===== config.mk =====
export PLATFORM = sky130hd
export DESIGN_NAME = logic_unit_seq
export DESIGN_NICKNAME = d
export VERILOG_FILES = /design/src/rtl/logic_unit_pkg.sv /design/src/rtl/logic_unit_seq_core.sv /design/src/rtl/logic_unit_seq.sv
export SDC_FILE = /design/constraint.sdc
export NUM_CORES = 1
export LEC_CHECK = 0
export CORE_MARGIN = 2
export CORE_UTILIZATION = 50
export CTS_BUF_LIST = sky130_fd_sc_hd__clkbuf_4 sky130_fd_sc_hd__clkbuf_8
export CTS_CLUSTER_SIZE = 20
export DETAILED_ROUTE_END_ITERATION = 12
export PLACE_DENSITY = 0.76
export SYNTH_ARGS = -nofsm -noshare
export SYNTH_HDL_FRONTEND = slang
export SYNTH_SLANG_ARGS = --single-unit

===== constraint.sdc =====
create_clock -name clk -period 3.4 [get_ports clk]
set_input_delay 0.85 -clock clk [delete_from_list [all_inputs] [get_ports clk]]
set_output_delay 0.85 -clock clk [all_outputs]
set_load 0.01 [all_outputs]

===== src/rtl/logic_unit_pkg.sv =====
// Shared types and gate functions for the registered logic unit.
// Functions work on LU_MAX_W-bit words; callers pad narrower operands.
package logic_unit_pkg;

    localparam int LU_MAX_W = 64;

    typedef enum logic [2:0] {
        OP_AND  = 3'd0,
        OP_OR   = 3'd1,
        OP_NOR  = 3'd2,
        OP_NAND = 3'd3,
        OP_XOR  = 3'd4,
        OP_XNOR = 3'd5,
        OP_NOT  = 3'd6,
        OP_BUF  = 3'd7
    } op_e;

    typedef enum logic [1:0] {
        MODE_BITWISE  = 2'd0,
        MODE_REDUCE   = 2'd1,
        MODE_FOLD     = 2'd2,
        MODE_RESERVED = 2'd3
    } mode_e;

    typedef enum logic {
        ST_IDLE = 1'b0,
        ST_FOLD = 1'b1
    } fsm_e;

    function automatic logic [LU_MAX_W-1:0] apply_op(input op_e op,
                                                     input logic [LU_MAX_W-1:0] x,
                                                     input logic [LU_MAX_W-1:0] y);
        case (op)
            OP_AND:  return x & y;
            OP_OR:   return x | y;
            OP_NOR:  return ~(x | y);
            OP_NAND: return ~(x & y);
            OP_XOR:  return x ^ y;
            OP_XNOR: return ~(x ^ y);
            OP_NOT:  return ~x;
            default: return x;
        endcase
    endfunction

    // AND-type reductions expect unused upper bits padded with ones, the rest with zeros.
    function automatic logic reduce_op(input op_e op, input logic [LU_MAX_W-1:0] x);
        case (op)
            OP_AND:  return &x;
            OP_OR:   return |x;
            OP_NOR:  return ~|x;
            OP_NAND: return ~&x;
            OP_XOR:  return ^x;
            OP_XNOR: return ~^x;
            OP_NOT:  return ~x[0];
            default: return x[0];
        endcase
    endfunction

endpackage


===== src/rtl/logic_unit_seq_core.sv =====
// Combinational gate core: bitwise result and reduction bit of one operand pair.
// WIDTH must not exceed LU_MAX_W.
module logic_op_core
    import logic_unit_pkg::*;
#(
    parameter int WIDTH = 8
) (
    input  op_e              op,
    input  logic [WIDTH-1:0] x,
    input  logic [WIDTH-1:0] y,
    output logic [WIDTH-1:0] res,
    output logic             red
);

    logic [LU_MAX_W-1:0] x_ext;
    logic [LU_MAX_W-1:0] y_ext;

    always_comb begin
        x_ext = '0;
        if (op == OP_AND || op == OP_NAND) x_ext = '1;
        x_ext[WIDTH-1:0] = x;
        y_ext = '0;
        y_ext[WIDTH-1:0] = y;
        res = WIDTH'(apply_op(op, x_ext, y_ext));
        red = reduce_op(op, x_ext);
    end

endmodule


===== src/rtl/logic_unit_seq.sv =====
// Registered logic unit: bitwise, reduce and multi-beat fold modes behind
// valid/ready handshakes; a beat moves when valid && ready at a rising edge.
module logic_unit_seq
    import logic_unit_pkg::*;
#(
    parameter int WIDTH     = 8,
    parameter int MAX_BEATS = 16,
    parameter int CNT_W     = $clog2(MAX_BEATS + 1)
) (
    input  logic             clk,
    input  logic             rst,
    input  logic             in_valid,
    output logic             in_ready,
    input  logic [2:0]       op,
    input  logic [1:0]       mode,
    input  logic [WIDTH-1:0] a,
    input  logic [WIDTH-1:0] b,
    input  logic             last,
    output logic             out_valid,
    input  logic             out_ready,
    output logic [WIDTH-1:0] y,
    output logic [CNT_W-1:0] count,
    output logic             err,
    output fsm_e             state
);

    logic [WIDTH-1:0] acc;
    logic [CNT_W-1:0] beats;
    op_e              fold_op;
    op_e              core_op;
    logic [WIDTH-1:0] core_x;
    logic [WIDTH-1:0] core_res;
    logic             core_red;
    logic [CNT_W-1:0] beats_next;
    logic             at_max;
    logic             accept;

    assign in_ready   = !out_valid || out_ready;
    assign accept     = in_valid && in_ready;
    assign beats_next = beats + CNT_W'(1);
    assign at_max     = (beats_next == CNT_W'(MAX_BEATS));

    // Continuation beats combine the accumulator with b under the latched op.
    assign core_op = (state == ST_FOLD) ? fold_op : op_e'(op);
    assign core_x  = (state == ST_FOLD) ? acc : a;

    logic_op_core #(.WIDTH(WIDTH)) u_core (
        .op  (core_op),
        .x   (core_x),
        .y   (b),
        .res (core_res),
        .red (core_red)
    );

    always_ff @(posedge clk) begin
        if (rst) begin
            state     <= ST_IDLE;
            acc       <= '0;
            beats     <= '0;
            fold_op   <= OP_AND;
            out_valid <= 1'b0;
            y         <= '0;
            count     <= '0;
            err       <= 1'b0;
        end else begin
            if (out_valid && out_ready) out_valid <= 1'b0;
            if (accept) begin
                if (state == ST_IDLE) begin
                    case (mode_e'(mode))
                        MODE_BITWISE: begin
                            out_valid <= 1'b1;
                            y         <= core_res;
                            count     <= CNT_W'(1);
                            err       <= 1'b0;
                        end
                        MODE_REDUCE: begin
                            out_valid <= 1'b1;
                            y         <= {{(WIDTH-1){1'b0}}, core_red};
                            count     <= CNT_W'(1);
                            err       <= 1'b0;
                        end
                        MODE_FOLD: begin
                            if (last) begin
                                out_valid <= 1'b1;
                                y         <= core_res;
                                count     <= CNT_W'(1);
                                err       <= 1'b0;
                            end else begin
                                acc     <= core_res;
                                beats   <= CNT_W'(1);
                                fold_op <= op_e'(op);
                                state   <= ST_FOLD;
                            end
                        end
                        default: begin
                            out_valid <= 1'b1;
                            y         <= '0;
                            count     <= CNT_W'(1);
                            err       <= 1'b1;
                        end
                    endcase
                end else if (last || at_max) begin
                    out_valid <= 1'b1;
                    y         <= core_res;
                    count     <= beats_next;
                    err       <= at_max && !last;
                    acc       <= '0;
                    beats     <= '0;
                    state     <= ST_IDLE;
                end else begin
                    acc   <= core_res;
                    beats <= beats_next;
                end
            end
        end
    end

endmodule


### Word level (Yosys, flattened, before mapping)

Cells that the tools add are included.

* register bits: 32
* input port bits: 26
* output and inout port bits: 17
* logic and storage cells: 87

* add/sub/neg operators: 1
* equality and inequality tests: 12
* multiplexer cells: 35
* bitwise operators: 10
* reduce and logical (&&, ||, !) cells: 21

Operators by type and width (count)
* 64-bit 2-to-1 mux: 1
* 8-bit 2-to-1 mux: 8
* 64-bit AND reduction: 1
* 64-bit OR reduction: 1
* 64-bit XNOR reduction: 1
* 64-bit parity: 1
* 8-bit case mux with 7 select lines: 1
* 5-bit 2-to-1 mux: 8
* 8-bit NOT: 4
* 8-bit case mux with 3 select lines: 1
* 1-bit 2-to-1 mux: 13
* 3-bit equality test, second input constant: 3
* 8-bit bitwise AND: 1
* 8-bit bitwise OR: 1
* 8-bit XOR: 1
* 1-bit case mux with 7 select lines: 1
* 3-bit by 2-bit equality test with 1-bit output, second input constant: 2
* 3-bit AND reduction: 2
* 5-bit by 1-bit adder with 5-bit output, second input constant: 1
* 5-bit equality test, second input constant: 1
* 1-bit zero test: 4
* 2-bit by 1-bit inequality test with 1-bit output, second input constant: 2
* 4-bit AND reduction: 1
* 3-bit by 1-bit equality test with 1-bit output, second input constant: 1
* 12 further kinds: 18

### Depth between registers and ports, before layout

Gate-level depths: netlist (run 1).

* depth after elaboration: 9
* depth in mapped cells: 11
* gate-level depth less buffers: 9

### Cells and area by module

From an unflattened synthesis (run 1), not the netlist that was laid out.

* cell total of the unflattened synthesis: 322
* area total of the unflattened synthesis: 2708.8 um2

Modules (own cells, without submodules)
* logic_unit_seq: times used 1, cells an instance 189, area an instance 1624.1 um2, sequential area each 640.6 um2
* logic_op_core: times used 1, cells an instance 133, area an instance 1084.8 um2, sequential area each 0.0 um2

### Worst setup path after synthesis (run 1)

Ideal clock, no wire load.

* path kind: input to register
* start: input a[7]
* end: register y[0]
* library setup time: 74 ps
* arrival: 2307 ps
* data required time: 3326 ps
* path slack: 1018 ps
* stages on the path: 8
* path buffers: 0
* path through: mux2i_1 ha_1 xnor2_1 xnor2_1 xnor2_1 o21ai_0 a211o_1 a31oi_1

* cells in the longest elaborated chain, start to end: 6
* elaborated cells on any way between the ends: 10
* classes of those cells: 4 x mux; 6 x reduce/logical

RTL lines
* from (decl): RTL line logic_unit_seq.sv:16 `input logic [WIDTH-1:0] a,`
* 8-bit 2-to-1 mux *: RTL line logic_unit_seq.sv:45 `assign core_x = (state == ST_FOLD) ? acc : a;`
* 64-bit AND reduction or 64-bit OR reduction (tied branches)
* 1-bit zero test, on equally long branches: RTL line logic_unit_pkg.sv:51, logic_unit_pkg.sv:50
* 1-bit case mux with 7 select lines *: RTL line logic_unit_pkg.sv:47 `case (op)`
* 8-bit case mux with 3 select lines *: RTL line logic_unit_seq.sv:69 `case (mode_e'(mode))`
* 8-bit 2-to-1 mux *: RTL line logic_unit_seq.sv:68 `if (state == ST_IDLE) begin`
* to (signal assigned): RTL line logic_unit_seq.sv:72 `y <= core_res;`
* to (signal assigned): RTL line logic_unit_seq.sv:78 `y <= {{(WIDTH-1){1'b0}}, core_red};`
* to (signal assigned): RTL line logic_unit_seq.sv:85 `y <= core_res;`
* to (decl): RTL line logic_unit_seq.sv:21 `output logic [WIDTH-1:0] y,`

Every way passes the cells marked *; elsewhere a longest branch is shown, timed or not.
A chain may end at the register's enable or synchronous reset.

### Worst setup path in the final report (run 1)

* start: register state
* end: output state

RTL lines
* from (decl): RTL line logic_unit_seq.sv:24 `output fsm_e state`
* from (signal assigned): RTL line logic_unit_seq.sv:57 `state <= ST_IDLE;`
* from (signal assigned): RTL line logic_unit_seq.sv:92 `state <= ST_FOLD;`
* from (signal assigned): RTL line logic_unit_seq.sv:109 `state <= ST_IDLE;`

No word-level cell between the ends.

==> results of run 1 <==
## Yosys cell counts, drive strengths merged
master | count | area share (%)
nor2 | 23 | 3.7
mux2i | 49 | 21
nor3 | 7 | 1.4
clkbuf | 4 | 0.62
a22oi | 8 | 2.5
and2 | 3 | 0.77
xor2 | 3 | 1.1
nor2b | 4 | 1.0
nand4 | 3 | 0.77
nand2b | 5 | 1.3
a2111oi | 1 | 0.62
a21oi | 12 | 2.5
ha | 25 | 13
mux2 | 3 | 1.7
o211ai | 1 | 0.31
o22ai | 1 | 0.26
a22o | 7 | 2.5
buf | 8 | 2.0
o21ai | 5 | 1.2
a211oi | 3 | 1.1
a211o | 1 | 0.36
dfxtp | 32 | 26
nor4 | 2 | 0.77
inv | 16 | 2.5
o31ai | 1 | 0.31
nand3b | 5 | 1.5
a31oi | 1 | 0.26
xnor2 | 13 | 4.7
nand2 | 15 | 2.3
a21o | 1 | 0.31
or4 | 1 | 0.31
nand3 | 5 | 1.0
## flip-flops by register name, indices dropped and copies added (netlist names)
name and cells:
beats 5, count 5, fold_op 3, out_valid 1, state 1, y 8
acc 8, err 1
## cells by family (layout without fill, tap and decap cells)
| group | after synthesis | in the layout | synth area share [%] |
|---|---|---|---|
| simple gates | 73 | 73 | 15.0 |
| mux | 52 | 52 | 22.6 |
| compound gates | 42 | 42 | 12.2 |
| flops | 32 | 32 | 26.4 |
| buf+inv | 28 | 72 | 5.11 |
| fa+ha+maj | 25 | 25 | 12.9 |
| xor+xnor | 16 | 16 | 5.78 |
## tightest hold or removal path, delay by kind of cell (launching register included)
family	cells	cell delay, ps
flops	1	310
simple gates	1	50
compound gates	1	50
## through the flow
stage               util [%]  instances
floorplan                  -        268
global placement        61.7        358
detailed placement      61.7        358
CTS                     63.7        366
global route            63.7        366
finish                  63.7        366
## final cells by class
| cell class | instances | area, µm² | area share, % |
|---|---|---|---|
| multi-input cells | 208 | 1660 | 55.6 |
| flip-flops and latches | 32 | 641 | 21.4 |
| repair buffers | 48 | 465 | 15.6 |
| clock buffers | 6 | 82.6 | 2.76 |
| well taps | 54 | 67.6 | 2.26 |
| inverters | 16 | 60.1 | 2.01 |
| clock inverters | 2 | 10.0 | 0.335 |
## final timing paths
path         startpoint       end  slack [ps]  cells after the start
min reg2reg    count[4]  count[4]         460                      2
min            count[4]  count[4]         460                      2
max               state     state         540                      2
max reg2reg       state      y[0]         630                      8
## power by group
group	internal (mW)	switching [mW]	total (mW)	leakage, nW
Combinational	0.176	0.177	0.353	0.945
Clock	0.161	0.140	0.301	0.0510
Sequential	0.392	0.0159	0.408	0.260
## metal layers
metal  global-route usage [%]  wire length [µm]  vias to the layer above
met3                     4.25               306                        4
met2                     37.7              2700                       56
li1                         -                 -                     1031
met5                        0                 0                        -
met4                     7.68                62                        0
met1                     29.5              2560                      961
==> impl_metrics.tcl, run 1 <==
set metrics [dict create \
    nets 362 \
    core_um2 4690 \
    power_leakage_nw 1.26 \
    cpMaxStageDelayCell "dfxtp_1" \
    htree_levels 2 \
    cts_resized 0 \
    timing.final.crit_share_pct 84.1 \
    syn_to_final_growth_pct 23.2 \
    grt_pass1_vias 2030 \
    power_density_nw_per_um2 356 \
    cpPeakStageDelay_ps 860 \
    antenna_cells 0 \
    status "finished clean" \
    place.gp.congestion 0.825 \
    dieArea_um2 5420 \
    fmax_mhz 350 \
    pre_cts_slack_ps 377 \
    vias_per_cell 5.61 \
    clockBufferDepth 2 \
    worst_hold_slack_ps 455 \
    final_common_cell "mux2i_1" \
    ys_types 42 \
    tightest_slew_ps 832 \
    min_path_type "reg -> reg" \
    path_max_fanout 14 \
    die_x_um 73.6 \
    postSynthAreaPerCell_um2 9.05 \
    antenna_left 0 \
    clkSinkCount 32 \
    post_cts_buffers 0 \
    cts_inserted_buffers 5 \
    seq_area_frac_synth_pct 26.4 \
    min_period_ps 2860 \
    cp_data_required_time_ps 2550 \
    place_hpwl_mm 4.21 \
    io_buffers 42 \
    num-fill-cells 453 \
    drc 0 \
    yosys_warnings 0 \
    synthCells 268 \
    arrival_ps 2010 \
    path_cells "buf_4 -> clkdlybuf4s50_1" \
    relSlewSlack_pct 44.5 \
    wl_per_cell_um 15.4 \
    routed_wirelength_mm 5.62 \
    slew_viol_final 0 \
    setup_ws_ps 539 \
    finalSetupTns_ps 0 \
    io_pins 43 \
    peakVddDrop_uv 278 \
    fin_skew_ps 1.43 \
    cts-root-buf "clkbuf_8" \
    setup_viol 0 \
    start_util_pct 51.7 \
    syn_nets 319 \
    clk_pin_slew_ps 70 \
    dr_total_vias 2052 \
    rsz0062_at_grt "false" \
    hold_viol 0 \
    rows 25 \
    overflow 0 \
    cts_tree "built" \
    ys_seq_elements 32 \
    drt_iter0_drc 182 \
    antenna_found_initial 0 \
    fp.dieH_um 73.6 \
    path_delay_family "buffers and inverters" \
    finalPower_mw 1.06 \
    maxCapViolCount 0 \
    mostFrequentLayoutCells "mux2i_1 (47), clkdlybuf4s50_1 (42), dfxtp_1 (32), ha_1 (25), nor2_1 (22)" \
    crit_path_start_kind "flip-flop" \
    ctsHoldBuffers 0 \
    critPathBufInv 2 \
    fin_area_um2 2990 \
    globalRouteTotalUtil_pct 22.7 \
    grt_pass1_wl_mm 9.51 \
    critPathKind "reg -> out" \
    post_dp_cell_area_um2 2890 \
    dr.pass1.iters 4 \
    cp-end-kind "output pin" \
    synth_area_um2 2420 \
    grt_max_degree 27 \
    clock_latency_ps 280 \
    drive_above_1_share_pct 7.69 \
]
No activity file was read; power rests on OpenSTA's default activity.
==> run 2, diff against run 1 <==
Clock period 3.4 ns to 2.9 ns, I/O delays scaled along.
==> run 2 against run 1 <==
- register-to-register slack got worse by 310 ps
- clock skew rose by 1.6 ps
- non-clock buffer count rose by 10
- critical path type is now in -> out
- worst hold slack got worse by 3.0 ps
- sequential power rose by 17%
- global-route usage fell by 0.50 points
- power rose by 20%
- critical endpoint is now in_ready
==> impl_metrics.tcl, run 2 (same netlist as run 1, synthesis figures left out) <==
set metrics [dict create \
    path_max_fanout 4 \
    power_leakage_nw 1.30 \
    hold_viol 0 \
    cts-root-buf "clkbuf_8" \
    drt_iter0_drc 136 \
    cts_tree "built" \
    fin_util_pct 65.3 \
    place.gp.congestion 0.833 \
    syn_to_final_growth_pct 26.3 \
    peakVddDrop_uv 317 \
    dieArea_um2 5420 \
    antenna_left 0 \
    crit_path_frequent_cell "clkdlybuf4s50_1" \
    fin_skew_ps 3.07 \
    clk_pin_slew_ps 70 \
    cpPeakStageDelay_ps 560 \
    crit_path_start_kind "input pin" \
    power_density_nw_per_um2 417 \
    cts_inserted_buffers 5 \
    rows 25 \
    min_path_type "reg -> reg" \
    core_um2 4690 \
    cp-end-kind "output pin" \
    grt_pass1_vias 2052 \
    dr_total_vias 2111 \
    nets 372 \
    routed_wirelength_mm 5.69 \
    antenna_cells 0 \
    timing.final.crit_share_pct 90.0 \
    multiInputGateArea_um2 1660 \
    relSlewSlack_pct 44.8 \
    clkSinkCount 32 \
    clock_latency_ps 290 \
    ctsHoldBuffers 0 \
    maxCapViolCount 0 \
    htree_levels 2 \
    globalRouteTotalUtil_pct 22.2 \
    vias_per_cell 5.61 \
    drc 0 \
    mostFrequentLayoutCells "mux2i_1 (47), clkdlybuf4s50_1 (42), dfxtp_1 (32), ha_1 (25), nor2_1 (22)" \
    critPathKind "in -> out" \
    rsz0062_at_grt "false" \
    io_buffers 42 \
    clockBufferDepth 2 \
    dp_cells 368 \
    start_util_pct 51.7 \
    place_hpwl_mm 4.28 \
    final_common_cell "mux2i_1" \
    largestRegisters "acc: 8 flops, y: 8 flops" \
    fmax_mhz 383 \
    cpMaxStageDelayCell "clkdlybuf4s50_1" \
    slew_viol_final 0 \
    grt_pass1_wl_mm 9.32 \
    cp_data_required_time_ps 2170 \
    wl_per_cell_um 15.1 \
    setup_viol 0 \
    status "finished clean" \
    fp.dieH_um 73.6 \
    critPathBufInv 2 \
    drive_above_1_share_pct 10.6 \
    overflow 0 \
    die_x_um 73.6 \
    tightest_slew_ps 805 \
    grt_max_degree 18 \
    seqCellArea_um2 641 \
    min_period_ps 2610 \
    cts_resized 0 \
    layout.cells.non_filler 376 \
    arrival_ps 1880 \
    post_cts_buffers 0 \
    dr.pass1.iters 5 \
    finalSetupTns_ps 0 \
    path_delay_family "buffers and inverters" \
    antenna_found_initial 0 \
    io_pins 43 \
    path_cells "clkdlybuf4s50_1 -> nand2b_1 -> clkdlybuf4s50_1" \
    num-fill-cells 423 \
]
==> run 2: cell types whose count changed in the layout (fill, tap and decap cells not counted), sizes merged <==
cell  change
buf      +10
==> run 2: layout make-up <==
type                            instances  area share, %
Multi-Input combinational cell        208           54.2
Sequential cell                        32           20.9
Timing Repair Buffer                   58           17.7
Clock buffer                            6           2.70
Tap cell                               54           2.21
Inverter                               16           1.96
Clock inverter                          2          0.327
==> run 2: per-stage QoR <==
stage	area [µm²]	power, mW	worst slack (ps)	hold slack (ps)
6_report	3060	1.28	291	452
2_1_floorplan	2420	0.771	549	442
4_1_cts	3060	1.28	295	459
5_1_grt	3060	1.34	26.7	484
3_5_place_dp	2970	0.917	72.3	449
3_3_place_gp	2970	0.907	136	444
==> run 2: tightest hold or removal path, cell delays in order, from the launching register on <==
cell and delay [ps]:
dfxtp_1 310, nand2_1 50, a21oi_1 50
==> run 2: final timing paths <==
check | cells after the start | end | startpoint | slack, ps
max reg2reg | 6 | y[0] | state | 320
max | 3 | in_ready | out_ready | 290
min | 2 | count[4] | count[4] | 450
min reg2reg | 2 | count[4] | count[4] | 450
==> run 2: power breakdown <==
part | switching (mW) | total, mW | internal, mW
clock | 0.177 | 0.367 | 0.189
sequential | 0.0167 | 0.476 | 0.459
combinational | 0.213 | 0.433 | 0.220
==> run 2: layer usage <==
| metal | track usage (%) | vias to the layer above | wire, µm |
|---|---|---|---|
| li1 | - | 1051 | - |
| met1 | 29.5 | 996 | 2690 |
| met2 | 35.3 | 52 | 2600 |
| met3 | 3.98 | 12 | 267 |
| met4 | 9.49 | 0 | 125 |
| met5 | 0 | - | 0 |
